--- config.mk ---
export PLATFORM = sky130hd
export DESIGN_NAME = sha1_wb_master
export DESIGN_NICKNAME = d
export VERILOG_FILES = /design/src/rtl/sha1_wb_pkg.sv /design/src/rtl/sha1_wb_xfer.sv /design/src/rtl/sha1_wb_master.sv
export SDC_FILE = /design/constraint.sdc
export NUM_CORES = 1
export LEC_CHECK = 0
export BUFFER_PORTS_ARGS = -buffer_cell sky130_fd_sc_hd__buf_2
export CAP_MARGIN = 20
export CORE_AREA = 2 2 305 307
export CTS_CLUSTER_SIZE = 30
export DETAILED_ROUTE_END_ITERATION = 8
export DIE_AREA = 0 0 307 309
export GPL_ROUTABILITY_DRIVEN = 0
export PLACE_DENSITY = 0.57
export SETUP_SLACK_MARGIN = 0.05
export SLEW_MARGIN = 25
export SYNTH_ARGS = -nofsm -noshare
export SYNTH_HDL_FRONTEND = slang
export SYNTH_SLANG_ARGS = --single-unit
--- constraint.sdc ---
create_clock -name wb_clk_i -period 2.3 [get_ports wb_clk_i]
set_clock_uncertainty 0.15 [all_clocks]
set_input_delay 0.345 -clock wb_clk_i [delete_from_list [all_inputs] [get_ports wb_clk_i]]
set_output_delay 0.345 -clock wb_clk_i [all_outputs]
set_load 0.02 [all_outputs]
--- src/rtl/sha1_wb_pkg.sv ---
// Shared register map and FSM state encoding for the sha1_wb responder and its bus master.
package sha1_wb_pkg;

  localparam logic [31:0] OffNr     = 32'h0000_0000;
  localparam logic [31:0] OffId     = 32'h0000_0004;
  localparam logic [31:0] OffOps    = 32'h0000_0008;
  localparam logic [31:0] OffMsgIn  = 32'h0000_000C;
  localparam logic [31:0] OffDigest = 32'h0000_0010;

  localparam int unsigned OpsOnBit    = 0;
  localparam int unsigned OpsResetBit = 1;
  localparam int unsigned OpsPanicBit = 2;
  localparam int unsigned OpsDoneBit  = 3;

  localparam logic [31:0] CodeEbusy  = 32'hFFFF_FFF0;
  localparam logic [31:0] CodeEinval = 32'hFFFF_FFEA;
  localparam logic [31:0] CodeAck    = 32'h0000_0000;

  typedef logic [2:0] state_t;

  localparam state_t StIdle  = 3'd0;
  localparam state_t StRstOp = 3'd1;
  localparam state_t StMsg   = 3'd2;
  localparam state_t StPoll  = 3'd3;
  localparam state_t StGap   = 3'd4;
  localparam state_t StDig   = 3'd5;
  localparam state_t StFin   = 3'd6;
  localparam state_t StErr   = 3'd7;

endpackage

--- src/rtl/sha1_wb_xfer.sv ---
// Single Wishbone classic transfer engine: one request in, one ack or timeout out.
// After every ack or timeout cyc/stb stay low for at least one cycle before the next transfer.
module sha1_wb_xfer #(
  parameter int unsigned AckTimeout = 16
) (
  input  logic        clk_i,
  input  logic        rst_ni,
  input  logic        req_i,
  input  logic        we_i,
  input  logic [31:0] adr_i,
  input  logic [31:0] wdata_i,
  output logic        ack_o,
  output logic [31:0] rdata_o,
  output logic        timeout_o,
  output logic        wbm_cyc_o,
  output logic        wbm_stb_o,
  output logic        wbm_we_o,
  output logic [3:0]  wbm_sel_o,
  output logic [31:0] wbm_adr_o,
  output logic [31:0] wbm_dat_o,
  input  logic [31:0] wbm_dat_i,
  input  logic        wbm_ack_i
);

  localparam int unsigned TimerW = $clog2(AckTimeout + 1);
  localparam logic [TimerW-1:0] TimerLast = TimerW'(AckTimeout - 1);

  logic              active_q, active_d;
  logic [TimerW-1:0] timer_q, timer_d;
  logic              we_q, we_d;
  logic [31:0]       adr_q, adr_d;
  logic [31:0]       dat_q, dat_d;

  assign ack_o     = active_q & wbm_ack_i;
  assign timeout_o = active_q & ~wbm_ack_i & (timer_q == TimerLast);
  assign rdata_o   = wbm_dat_i;

  always_comb begin
    active_d = active_q;
    timer_d  = timer_q;
    we_d     = we_q;
    adr_d    = adr_q;
    dat_d    = dat_q;
    if (!active_q) begin
      // A request is only taken from idle, so the cycle after an ack is always bus-idle.
      if (req_i) begin
        active_d = 1'b1;
        timer_d  = '0;
        we_d     = we_i;
        adr_d    = adr_i;
        dat_d    = wdata_i;
      end
    end else if (ack_o || timeout_o) begin
      active_d = 1'b0;
    end else begin
      timer_d = timer_q + 1'b1;
    end
  end

  always_ff @(posedge clk_i or negedge rst_ni) begin
    if (!rst_ni) begin
      active_q <= 1'b0;
      timer_q  <= '0;
      we_q     <= 1'b0;
      adr_q    <= '0;
      dat_q    <= '0;
    end else begin
      active_q <= active_d;
      timer_q  <= timer_d;
      we_q     <= we_d;
      adr_q    <= adr_d;
      dat_q    <= dat_d;
    end
  end

  assign wbm_cyc_o = active_q;
  assign wbm_stb_o = active_q;
  assign wbm_we_o  = we_q;
  assign wbm_sel_o = active_q ? 4'hF : 4'h0;
  assign wbm_adr_o = adr_q;
  assign wbm_dat_o = dat_q;

endmodule

--- src/rtl/sha1_wb_master.sv ---
// Sequencer that pushes one padded block through a sha1_wb responder and reads back the digest.
module sha1_wb_master
  import sha1_wb_pkg::*;
#(
  parameter logic [31:0] SLAVE_BASE  = 32'h3000_0024,
  parameter int unsigned ACK_TIMEOUT = 16,
  parameter int unsigned POLL_GAP    = 4,
  parameter int unsigned MAX_POLLS   = 1023
) (
  input  logic         wb_clk_i,
  input  logic         wb_rst_ni,
  input  logic         start_i,
  input  logic [511:0] msg_i,
  output logic         busy_o,
  output logic         done_o,
  output logic         err_o,
  output logic [159:0] digest_o,
  output logic         wbm_cyc_o,
  output logic         wbm_stb_o,
  output logic         wbm_we_o,
  output logic [3:0]   wbm_sel_o,
  output logic [31:0]  wbm_adr_o,
  output logic [31:0]  wbm_dat_o,
  input  logic [31:0]  wbm_dat_i,
  input  logic         wbm_ack_i
);

  localparam int unsigned PollW = $clog2(MAX_POLLS + 1);
  localparam int unsigned GapW  = $clog2(POLL_GAP + 1);
  localparam logic [PollW-1:0] PollLimit = PollW'(MAX_POLLS);
  localparam logic [GapW-1:0]  GapLast   = GapW'(POLL_GAP - 1);

  state_t             state_q, state_d;
  logic [511:0]       msg_q, msg_d;
  logic [3:0]         widx_q, widx_d;
  logic [2:0]         didx_q, didx_d;
  logic [PollW-1:0]   poll_q, poll_d;
  logic [GapW-1:0]    gap_q, gap_d;
  logic [159:0]       digest_q, digest_d;

  logic               req;
  logic               we;
  logic [31:0]        adr;
  logic [31:0]        wdata;
  logic               xfer_ack;
  logic               xfer_timeout;
  logic [31:0]        xfer_rdata;
  logic [PollW-1:0]   poll_inc;

  assign poll_inc = poll_q + 1'b1;

  always_comb begin
    state_d  = state_q;
    msg_d    = msg_q;
    widx_d   = widx_q;
    didx_d   = didx_q;
    poll_d   = poll_q;
    gap_d    = gap_q;
    digest_d = digest_q;
    req      = 1'b0;
    we       = 1'b0;
    adr      = SLAVE_BASE + OffOps;
    wdata    = '0;

    case (state_q)
      StIdle: begin
        if (start_i) begin
          state_d = StRstOp;
          msg_d   = msg_i;
          widx_d  = '0;
          didx_d  = '0;
          poll_d  = '0;
          gap_d   = '0;
        end
      end
      StRstOp: begin
        req   = 1'b1;
        we    = 1'b1;
        wdata = 32'(1) << OpsResetBit;
        if (xfer_ack) state_d = StMsg;
      end
      StMsg: begin
        req   = 1'b1;
        we    = 1'b1;
        adr   = SLAVE_BASE + OffMsgIn;
        wdata = msg_q[{widx_q, 5'b0} +: 32];
        if (xfer_ack) begin
          // The responder starts hashing on its own once the 16th word lands.
          if (widx_q == 4'd15) state_d = StPoll;
          else                 widx_d  = widx_q + 4'd1;
        end
      end
      StPoll: begin
        req = 1'b1;
        if (xfer_ack) begin
          if (xfer_rdata[OpsDoneBit])       state_d = StDig;
          else if (xfer_rdata[OpsPanicBit]) state_d = StErr;
          else                              state_d = StGap;
        end
      end
      StGap: begin
        if (gap_q == GapLast) begin
          gap_d   = '0;
          poll_d  = poll_inc;
          state_d = (poll_inc == PollLimit) ? StErr : StPoll;
        end else begin
          gap_d = gap_q + 1'b1;
        end
      end
      StDig: begin
        req = 1'b1;
        adr = SLAVE_BASE + OffDigest;
        if (xfer_ack) begin
          if (xfer_rdata == CodeEbusy) begin
            state_d = StErr;
          end else begin
            digest_d[{didx_q, 5'b0} +: 32] = xfer_rdata;
            if (didx_q == 3'd4) state_d = StFin;
            else                didx_d  = didx_q + 3'd1;
          end
        end
      end
      StFin:   state_d = StIdle;
      StErr:   state_d = StIdle;
      default: state_d = StIdle;
    endcase

    if (xfer_timeout) state_d = StErr;
  end

  always_ff @(posedge wb_clk_i or negedge wb_rst_ni) begin
    if (!wb_rst_ni) begin
      state_q  <= StIdle;
      msg_q    <= '0;
      widx_q   <= '0;
      didx_q   <= '0;
      poll_q   <= '0;
      gap_q    <= '0;
      digest_q <= '0;
    end else begin
      state_q  <= state_d;
      msg_q    <= msg_d;
      widx_q   <= widx_d;
      didx_q   <= didx_d;
      poll_q   <= poll_d;
      gap_q    <= gap_d;
      digest_q <= digest_d;
    end
  end

  sha1_wb_xfer #(
    .AckTimeout (ACK_TIMEOUT)
  ) u_xfer (
    .clk_i     (wb_clk_i),
    .rst_ni    (wb_rst_ni),
    .req_i     (req),
    .we_i      (we),
    .adr_i     (adr),
    .wdata_i   (wdata),
    .ack_o     (xfer_ack),
    .rdata_o   (xfer_rdata),
    .timeout_o (xfer_timeout),
    .wbm_cyc_o (wbm_cyc_o),
    .wbm_stb_o (wbm_stb_o),
    .wbm_we_o  (wbm_we_o),
    .wbm_sel_o (wbm_sel_o),
    .wbm_adr_o (wbm_adr_o),
    .wbm_dat_o (wbm_dat_o),
    .wbm_dat_i (wbm_dat_i),
    .wbm_ack_i (wbm_ack_i)
  );

  assign busy_o   = (state_q != StIdle) && (state_q != StFin) && (state_q != StErr);
  assign done_o   = (state_q == StFin);
  assign err_o    = (state_q == StErr);
  assign digest_o = digest_q;

endmodule

==> flow_metrics.env, run 1 <==
export IMPL_synth_cells=3371
export IMPL_final_period_utilization=1.007
export IMPL_synth_main_ff_cell="sky130_fd_sc_hd__dfrtp_1"
export IMPL_die_height_um=309
export IMPL_clock_tree_htree_level_count=3
export IMPL_hold_ws_ns=0.1522
export IMPL_root_buffer="sky130_fd_sc_hd__clkbuf_16"
export IMPL_nFillCells=7869
export IMPL_hold_path_class="primary input to async pin"
export IMPL_ys_top_cells_by_area="sky130_fd_sc_hd__dfrtp_1 (56%), sky130_fd_sc_hd__nand2_1 (19%), sky130_fd_sc_hd__mux4_2 (8.7%)"
export IMPL_instances_no_fill=6061
export IMPL_detail_route_drc_violations=0
export IMPL_clock_latency_ns=0.65
export IMPL_netlist_area_um2=33110
export IMPL_report_final_hold_viol_count=0
export IMPL_timing_reg2reg_setup_slack_ns=-0.02
export IMPL_seq_area_frac_synth=0.5578
export IMPL_timing_reg2reg_worst_path_depth=7
export IMPL_finish_net_count=5360
export IMPL_rsz0062_at_grt="yes"
export IMPL_synthArstFlopShare=1.000
export IMPL_critPathLaunchType="flop"
export IMPL_fin_ws_ns=-0.01535
export IMPL_regToRegStartpoint="widx_q[0]"
export IMPL_synth_edf_count=0
export IMPL_floorplan_core_area_um2=91390
export IMPL_clockBufferDepth=3
export IMPL_critPathCapture="u_xfer.wbm_dat_o[10]"
export IMPL_mostFrequentLayoutCells="sky130_fd_sc_hd__nand2_1 (1,652), sky130_fd_sc_hd__buf_2 (752), sky130_fd_sc_hd__dfrtp_1 (733)"
export IMPL_failed_checks="setup timing"
export IMPL_startpoint_to_endpoint_class_of_the_critical_path="flop to flop"
export IMPL_antenna_found_initial=23
export IMPL_tritoncts="done"
export IMPL_postLayoutCoreUtil=0.5357
export IMPL_routed_wirelength_um=130000
export IMPL_setup_violations_final=1
export IMPL_synth_avg_cell_area_um2=9.821
export IMPL_wire_per_inst_um=21.45
export IMPL_worst_setup_path_startpoint="widx_q[0]"
export IMPL_path_clk_slew_ns=0.06
export IMPL_power_density_nw_per_um2=1091
export IMPL_total_via_count_after_detailed_routing=29891
export IMPL_cp_max_fo=7
export IMPL_dp_final_hpwl_um=90500
export IMPL_worst_slew_margin_rel=0.5370
export IMPL_cpMaxStageDelayCell="sky130_fd_sc_hd__dfrtp_4"
export IMPL_worst_ir_drop_vdd_uv=640.4
export IMPL_netlist_top_cell_by_area="sky130_fd_sc_hd__dfrtp_1"
export IMPL_leakage_power_nw=25.53
export IMPL_drtPass1Iterations=7
export IMPL_drt_iter0_drc=2129
export IMPL_run_status="finished with violations"
export IMPL_cap_viol_max_count=0
export IMPL_cts_sinks=738
export IMPL_tightest_slew_ns=0.6946
export IMPL_totalPowerFinal_mw=53.42
export IMPL_signed_area_change_from_the_synthesized_netlist_to_the_final_layout_pct=47.87
export IMPL_grt_max_degree=134
export IMPL_drive_gt1_frac=0.2869
export IMPL_start_util=0.3623
export IMPL_yosysUniqueCellTypes=60
export IMPL_finalMaxSlewViolations=0
export IMPL_design_die_area_um2=94860
export IMPL_pin_count=782
export IMPL_placed_cells_incl_taps=5325
export IMPL_worstPathRequired_ns=2.65
export IMPL_die_width_um=307
export IMPL_synth_seq_cells=738
export IMPL_ys_warnings_count=0
export IMPL_crit_chain="buf_16 -> buf_12 -> mux4_2 -> mux2i_4 -> nor2_1 -> a21oi_2 -> o21ai_0"
export IMPL_core_rowCount=111
export IMPL_track_usage=0.2677
export IMPL_inserted_clock_buffers=84
export IMPL_grt_overflow_total=0
export IMPL_route_antenna_remaining_nets=0
export IMPL_arrival_ns=2.67
export IMPL_mostFrequentLayoutCell="sky130_fd_sc_hd__nand2_1"
export IMPL_max_freq_mhz=431.9
export IMPL_period_minus_slack_ns=2.315
export IMPL_first_pass_grt_wire_length_um=190500
export IMPL_yosys_area_top_type_share=0.5578
export IMPL_largest_incremental_delay_on_the_critical_path_ns=0.55
export IMPL_preCtsSetupSlack_ns=-0.2965
export IMPL_post_drt_via_cell_ratio=4.932
export IMPL_crit_reg2reg_capture="u_xfer.wbm_dat_o[10]"
export IMPL_first_global_vias=31245
export IMPL_port_buffer_count=755
export IMPL_end_kind="flop"
cell usage after synthesis, types with 3 or more instances:
cell type and count:
sky130_fd_sc_hd__buf_1 4, sky130_fd_sc_hd__buf_2 22, sky130_fd_sc_hd__nor3_1 5, sky130_fd_sc_hd__buf_4 43
sky130_fd_sc_hd__ha_1 13, sky130_fd_sc_hd__nor2_1 57, sky130_fd_sc_hd__mux4_2 128, sky130_fd_sc_hd__mux2i_1 163
sky130_fd_sc_hd__o21ai_0 47, sky130_fd_sc_hd__a31oi_1 3, sky130_fd_sc_hd__nand2_1 1652, sky130_fd_sc_hd__and3_1 10
sky130_fd_sc_hd__o21ai_1 7, sky130_fd_sc_hd__o31ai_1 6, sky130_fd_sc_hd__xnor2_1 4, sky130_fd_sc_hd__nand4_1 8
sky130_fd_sc_hd__inv_1 111, sky130_fd_sc_hd__or3_1 6, sky130_fd_sc_hd__buf_6 3, sky130_fd_sc_hd__and2_1 3
sky130_fd_sc_hd__a21oi_1 39, sky130_fd_sc_hd__nand3_1 18, sky130_fd_sc_hd__dfrtp_1 738, sky130_fd_sc_hd__nand3b_1 3
sky130_fd_sc_hd__mux2_2 58, sky130_fd_sc_hd__nand4b_1 3, sky130_fd_sc_hd__clkbuf_1 158, sky130_fd_sc_hd__a32o_1 3
sky130_fd_sc_hd__mux2_1 4, sky130_fd_sc_hd__nor2b_1 10
layer usage:
metal / global-route usage / up-vias / share of wire
li1: - / 13665 / -
met1: 0.3244 / 14475 / 0.39
met2: 0.4523 / 1296 / 0.48
met3: 0.04666 / 439 / 0.059
met4: 0.1528 / 16 / 0.063
met5: 0 / - / 0.00085
flip-flops by register name (all words and copies together), names as in the netlist:
| signal | count |
|---|---|
| msg_q | 512 |
| digest_o | 160 |
| u_xfer.wbm_dat_o | 32 |
| poll_q | 10 |
| u_xfer.timer_q | 5 |
| u_xfer.wbm_adr_o | 4 |
| widx_q | 4 |
| didx_q | 3 |
| gap_q | 3 |
| state_q | 3 |
| u_xfer.wbm_cyc_o | 1 |
| u_xfer.wbm_we_o | 1 |
through the flow:
step	TNS (ns)	area (um^2)
floorplan	0	33240
global placement	-2.311	39730
detailed placement	-3.346	39730
CTS	-0.02328	48620
global route	-0.7516	48950
finish	-0.01535	48960
cell type report:
type | instances | area (um^2) | area share
well taps | 1186 | 1484 | 0.03031
inverters | 111 | 416.7 | 0.008510
flip-flops and latches | 738 | 18480 | 0.3775
diodes | 9 | 22.52 | 0.0004600
multi-input cells | 2317 | 13630 | 0.2784
clock buffers | 120 | 2407 | 0.04917
clock inverters | 33 | 451.7 | 0.009226
repair buffers | 1547 | 12070 | 0.2465
worst max-delay path, delay by kind of cell, from the launching register on:
kind | cells | cell delay, ns
AOI/OAI and AO/OA | 2 | 0.31
buffers and inverters | 2 | 0.36
muxes | 2 | 0.72
DFF | 1 | 0.55
and+or+nand+nor | 1 | 0.07
worst min path at each step:
| stage | slack [ns] | end | depth (start not counted) |
|---|---|---|---|
| after CTS | 0.12 | state_q[0] | 4 |
| after global placement | 0.23 | digest_o[72] | 1 |
| after floorplan | -0.10 | didx_q[0] | 0 |
| final | 0.15 | digest_o[72] | 2 |
| after global routing | 0.13 | state_q[0] | 4 |
| after detailed placement | 0.22 | digest_o[104] | 1 |
logic make-up (layout without fill, tap and decap cells):
group | after synthesis | in the layout | synth area share
buffers and inverters | 341 | 1811 | 0.04505
XOR/XNOR | 5 | 5 | 0.001323
multiplexers | 353 | 353 | 0.1574
AO/OA/AOI/OAI | 127 | 127 | 0.02264
flip-flops | 738 | 738 | 0.5578
other | 1 | 35 | 0.0001133
adder cells (fa/ha/maj) | 13 | 13 | 0.004913
AND/OR/NAND/NOR | 1793 | 1793 | 0.2107
what timing repair did:
action                     4_1_cts  5_1_grt
hold buffers                   545        0
gates cloned                     4        5
setup endpoints to repair       26      103
pin swaps                        3       12
setup buffers                   15       10
hold endpoints to repair       824        0
resized for setup               79       41
power by group:
| group | switching [mW] | internal (mW) | total, mW | leakage (nW) |
|---|---|---|---|---|
| Sequential | 3.03 | 17.6 | 20.6 | 9.02 |
| Clock | 5.71 | 8.24 | 14.0 | 1.40 |
| Combinational | 9.78 | 9.04 | 18.8 | 15.1 |
Power figures use the tool's default switching activity.
==> run 2: changes to the inputs <==
--- a/config.mk
+++ b/config.mk
@@ -13,8 +13,10 @@
 export DIE_AREA = 0 0 307 309
 export GPL_ROUTABILITY_DRIVEN = 0
 export PLACE_DENSITY = 0.57
+export REMOVE_ABC_BUFFERS = 1
 export SETUP_SLACK_MARGIN = 0.05
 export SLEW_MARGIN = 25
 export SYNTH_ARGS = -nofsm -noshare
 export SYNTH_HDL_FRONTEND = slang
 export SYNTH_SLANG_ARGS = --single-unit
+export TNS_END_PERCENT = 1
==> run 2 against run 1 <==
  * The run now ends clean
  * Largest cell class unchanged
  * First-iteration DRC count shrank 6.6%
  * Sequential power shrank 2%
  * Global-route usage shrank 2.6 points
  * Hold slack lost 0.086 ns
==> flow_metrics.env, run 2 (synthesized netlist as in run 1, its figures left out) <==
export IMPL_mostFrequentLayoutCells="sky130_fd_sc_hd__nand2_1 (1,651), sky130_fd_sc_hd__buf_2 (750), sky130_fd_sc_hd__dfrtp_1 (734)"
export IMPL_first_global_vias=29995
export IMPL_run_status="finished, final reports clean"
export IMPL_layout_area_seq_um2=18480
export IMPL_arrival_ns=2.64
export IMPL_tightest_slew_ns=0.5760
export IMPL_postLayoutCoreUtil=0.5285
export IMPL_path_clk_slew_ns=0.06
export IMPL_preCtsSetupSlack_ns=-0.1064
export IMPL_clock_latency_ns=0.65
export IMPL_inserted_clock_buffers=83
export IMPL_largest_incremental_delay_on_the_critical_path_ns=0.61
export IMPL_hold_path_class="primary input to async pin"
export IMPL_fin_ws_ns=0.01637
export IMPL_multi_input_comb_area_um2=13460
export IMPL_worst_slew_margin_rel=0.6160
export IMPL_critical_path_buf_inv_count=5
export IMPL_core_rowCount=111
export IMPL_leakage_power_nw=25.28
export IMPL_crit_family="buffers and inverters"
export IMPL_drive_gt1_frac=0.2721
export IMPL_grt_max_degree=106
export IMPL_cts_sinks=738
export IMPL_design_die_area_um2=94860
export IMPL_first_pass_grt_wire_length_um=176100
export IMPL_clockBufferDepth=3
export IMPL_setup_violations_final=0
export IMPL_largest_register="msg_q"
export IMPL_cpMaxStageDelayCell="sky130_fd_sc_hd__dlygate4sd3_1"
export IMPL_nFillCells=7980
export IMPL_antenna_found_initial=16
export IMPL_start_util=0.3623
export IMPL_period_minus_slack_ns=2.284
export IMPL_root_buffer="sky130_fd_sc_hd__clkbuf_16"
export IMPL_end_kind="flop"
export IMPL_critPathLaunchType="primary input"
export IMPL_wire_per_inst_um=19.68
export IMPL_pin_count=782
export IMPL_routed_wirelength_um=118500
export IMPL_largest_register_ffs=512
export IMPL_drtPass1Iterations=6
export IMPL_startpoint_to_endpoint_class_of_the_critical_path="primary input to flop"
export IMPL_finalMaxSlewViolations=0
export IMPL_final_period_utilization=0.9929
export IMPL_clock_tree_htree_level_count=3
export IMPL_worst_ir_drop_vdd_uv=707.8
export IMPL_tritoncts="done"
export IMPL_worstPathRequired_ns=2.65
export IMPL_mostFrequentLayoutCell="sky130_fd_sc_hd__nand2_1"
export IMPL_total_via_count_after_detailed_routing=29258
export IMPL_cap_viol_max_count=0
export IMPL_worst_setup_path_startpoint="wbm_dat_i[26]"
export IMPL_report_final_hold_viol_count=0
export IMPL_dp_final_hpwl_um=79690
export IMPL_cp_max_fo=10
export IMPL_die_height_um=309
export IMPL_track_usage=0.2415
export IMPL_route_antenna_remaining_nets=0
export IMPL_floorplan_core_area_um2=91390
export IMPL_drt_iter0_drc=1988
export IMPL_die_width_um=307
export IMPL_post_drt_via_cell_ratio=4.859
export IMPL_crit_chain="dlygate4sd3_1 -> buf_2 -> nand4_1 -> nor4_4 -> buf_4 -> a211oi_4 -> nand4b_1 -> buf_6 -> clkbuf_16 -> mux2_4"
export IMPL_port_buffer_count=755
export IMPL_max_freq_mhz=437.9
export IMPL_finish_net_count=5325
export IMPL_power_density_nw_per_um2=1045
export IMPL_detail_route_drc_violations=0
export IMPL_signed_area_change_from_the_synthesized_netlist_to_the_final_layout_pct=45.88
export IMPL_rsz0062_at_grt="yes"
export IMPL_grt_overflow_total=0
export IMPL_regToRegStartpoint="state_q[1]"
[run 2: changes by cell type in the layout (fill, tap and decap cells not counted), sizes merged, moves of 2 or more]
cell / previous run / this run
buf: 996 / 963
clkbuf: 125 / 122
inv: 117 / 114
clkinv: 16 / 18
clkinvlp: 3 / 1
dlygate4sd3: 545 / 543
dlymetal6s4s: 0 / 2
[run 2: power breakdown]
group / internal [mW] / switching (mW)
clock network: 7.91 / 5.58
logic: 8.11 / 8.62
registers: 17.6 / 2.63
total: 33.6 / 16.8
[run 2: worst paths after layout]
path	to	slack [ns]	cells past startpoint
worst max-delay path	digest_o[157]	0.02	10
worst min-delay path	msg_q[317]	0.07	2
worst max register to register	digest_o[157]	0.06	7
worst min register to register	msg_q[200]	0.32	2
max in group asynchronous	msg_q[392]	1.00	4
min in group wb_clk_i	state_q[0]	0.11	3
[run 2: layer usage]
| layer | share of wire | GRT usage |
|---|---|---|
| met2 | 0.49 | 0.4055 |
| met4 | 0.044 | 0.1089 |
| met1 | 0.41 | 0.3064 |
| met3 | 0.060 | 0.04172 |
| met5 | 0.00067 | 0 |
[run 2: final cells by class]
| type | count | area share |
|---|---|---|
| well taps | 1186 | 0.03072 |
| clock buffers | 117 | 0.04837 |
| multi-input cells | 2317 | 0.2787 |
| flip-flops and latches | 738 | 0.3826 |
| repair buffers | 1513 | 0.2418 |
| diodes | 10 | 0.0005181 |
| inverters | 111 | 0.008627 |
| clock inverters | 29 | 0.008653 |
[run 2: timing repair]
item                                     CTS  global route
gates resized for setup                    4            85
setup buffers                              5            21
hold buffers                             545             0
cloned                                     0             5
endpoints found under the hold margin   1098             0
endpoints found under the setup margin     2           253
pin swaps                                  0             7
[run 2: stage by stage]
stage               power [mW]  setup TNS [ns]  hold WS [ns]  cells  area [um^2]
detailed placement       35.65          -6.617        0.1048   5289        39360
global placement         35.26          -4.502        0.1090   5289        39360
floorplan                29.38               -       -0.1006   3166        32130
CTS                      50.11               0       0.01568   5985        47620
finish                   50.46               0       0.06645   6021        48300
global route             53.69        -0.03146       0.04034   6018        48290
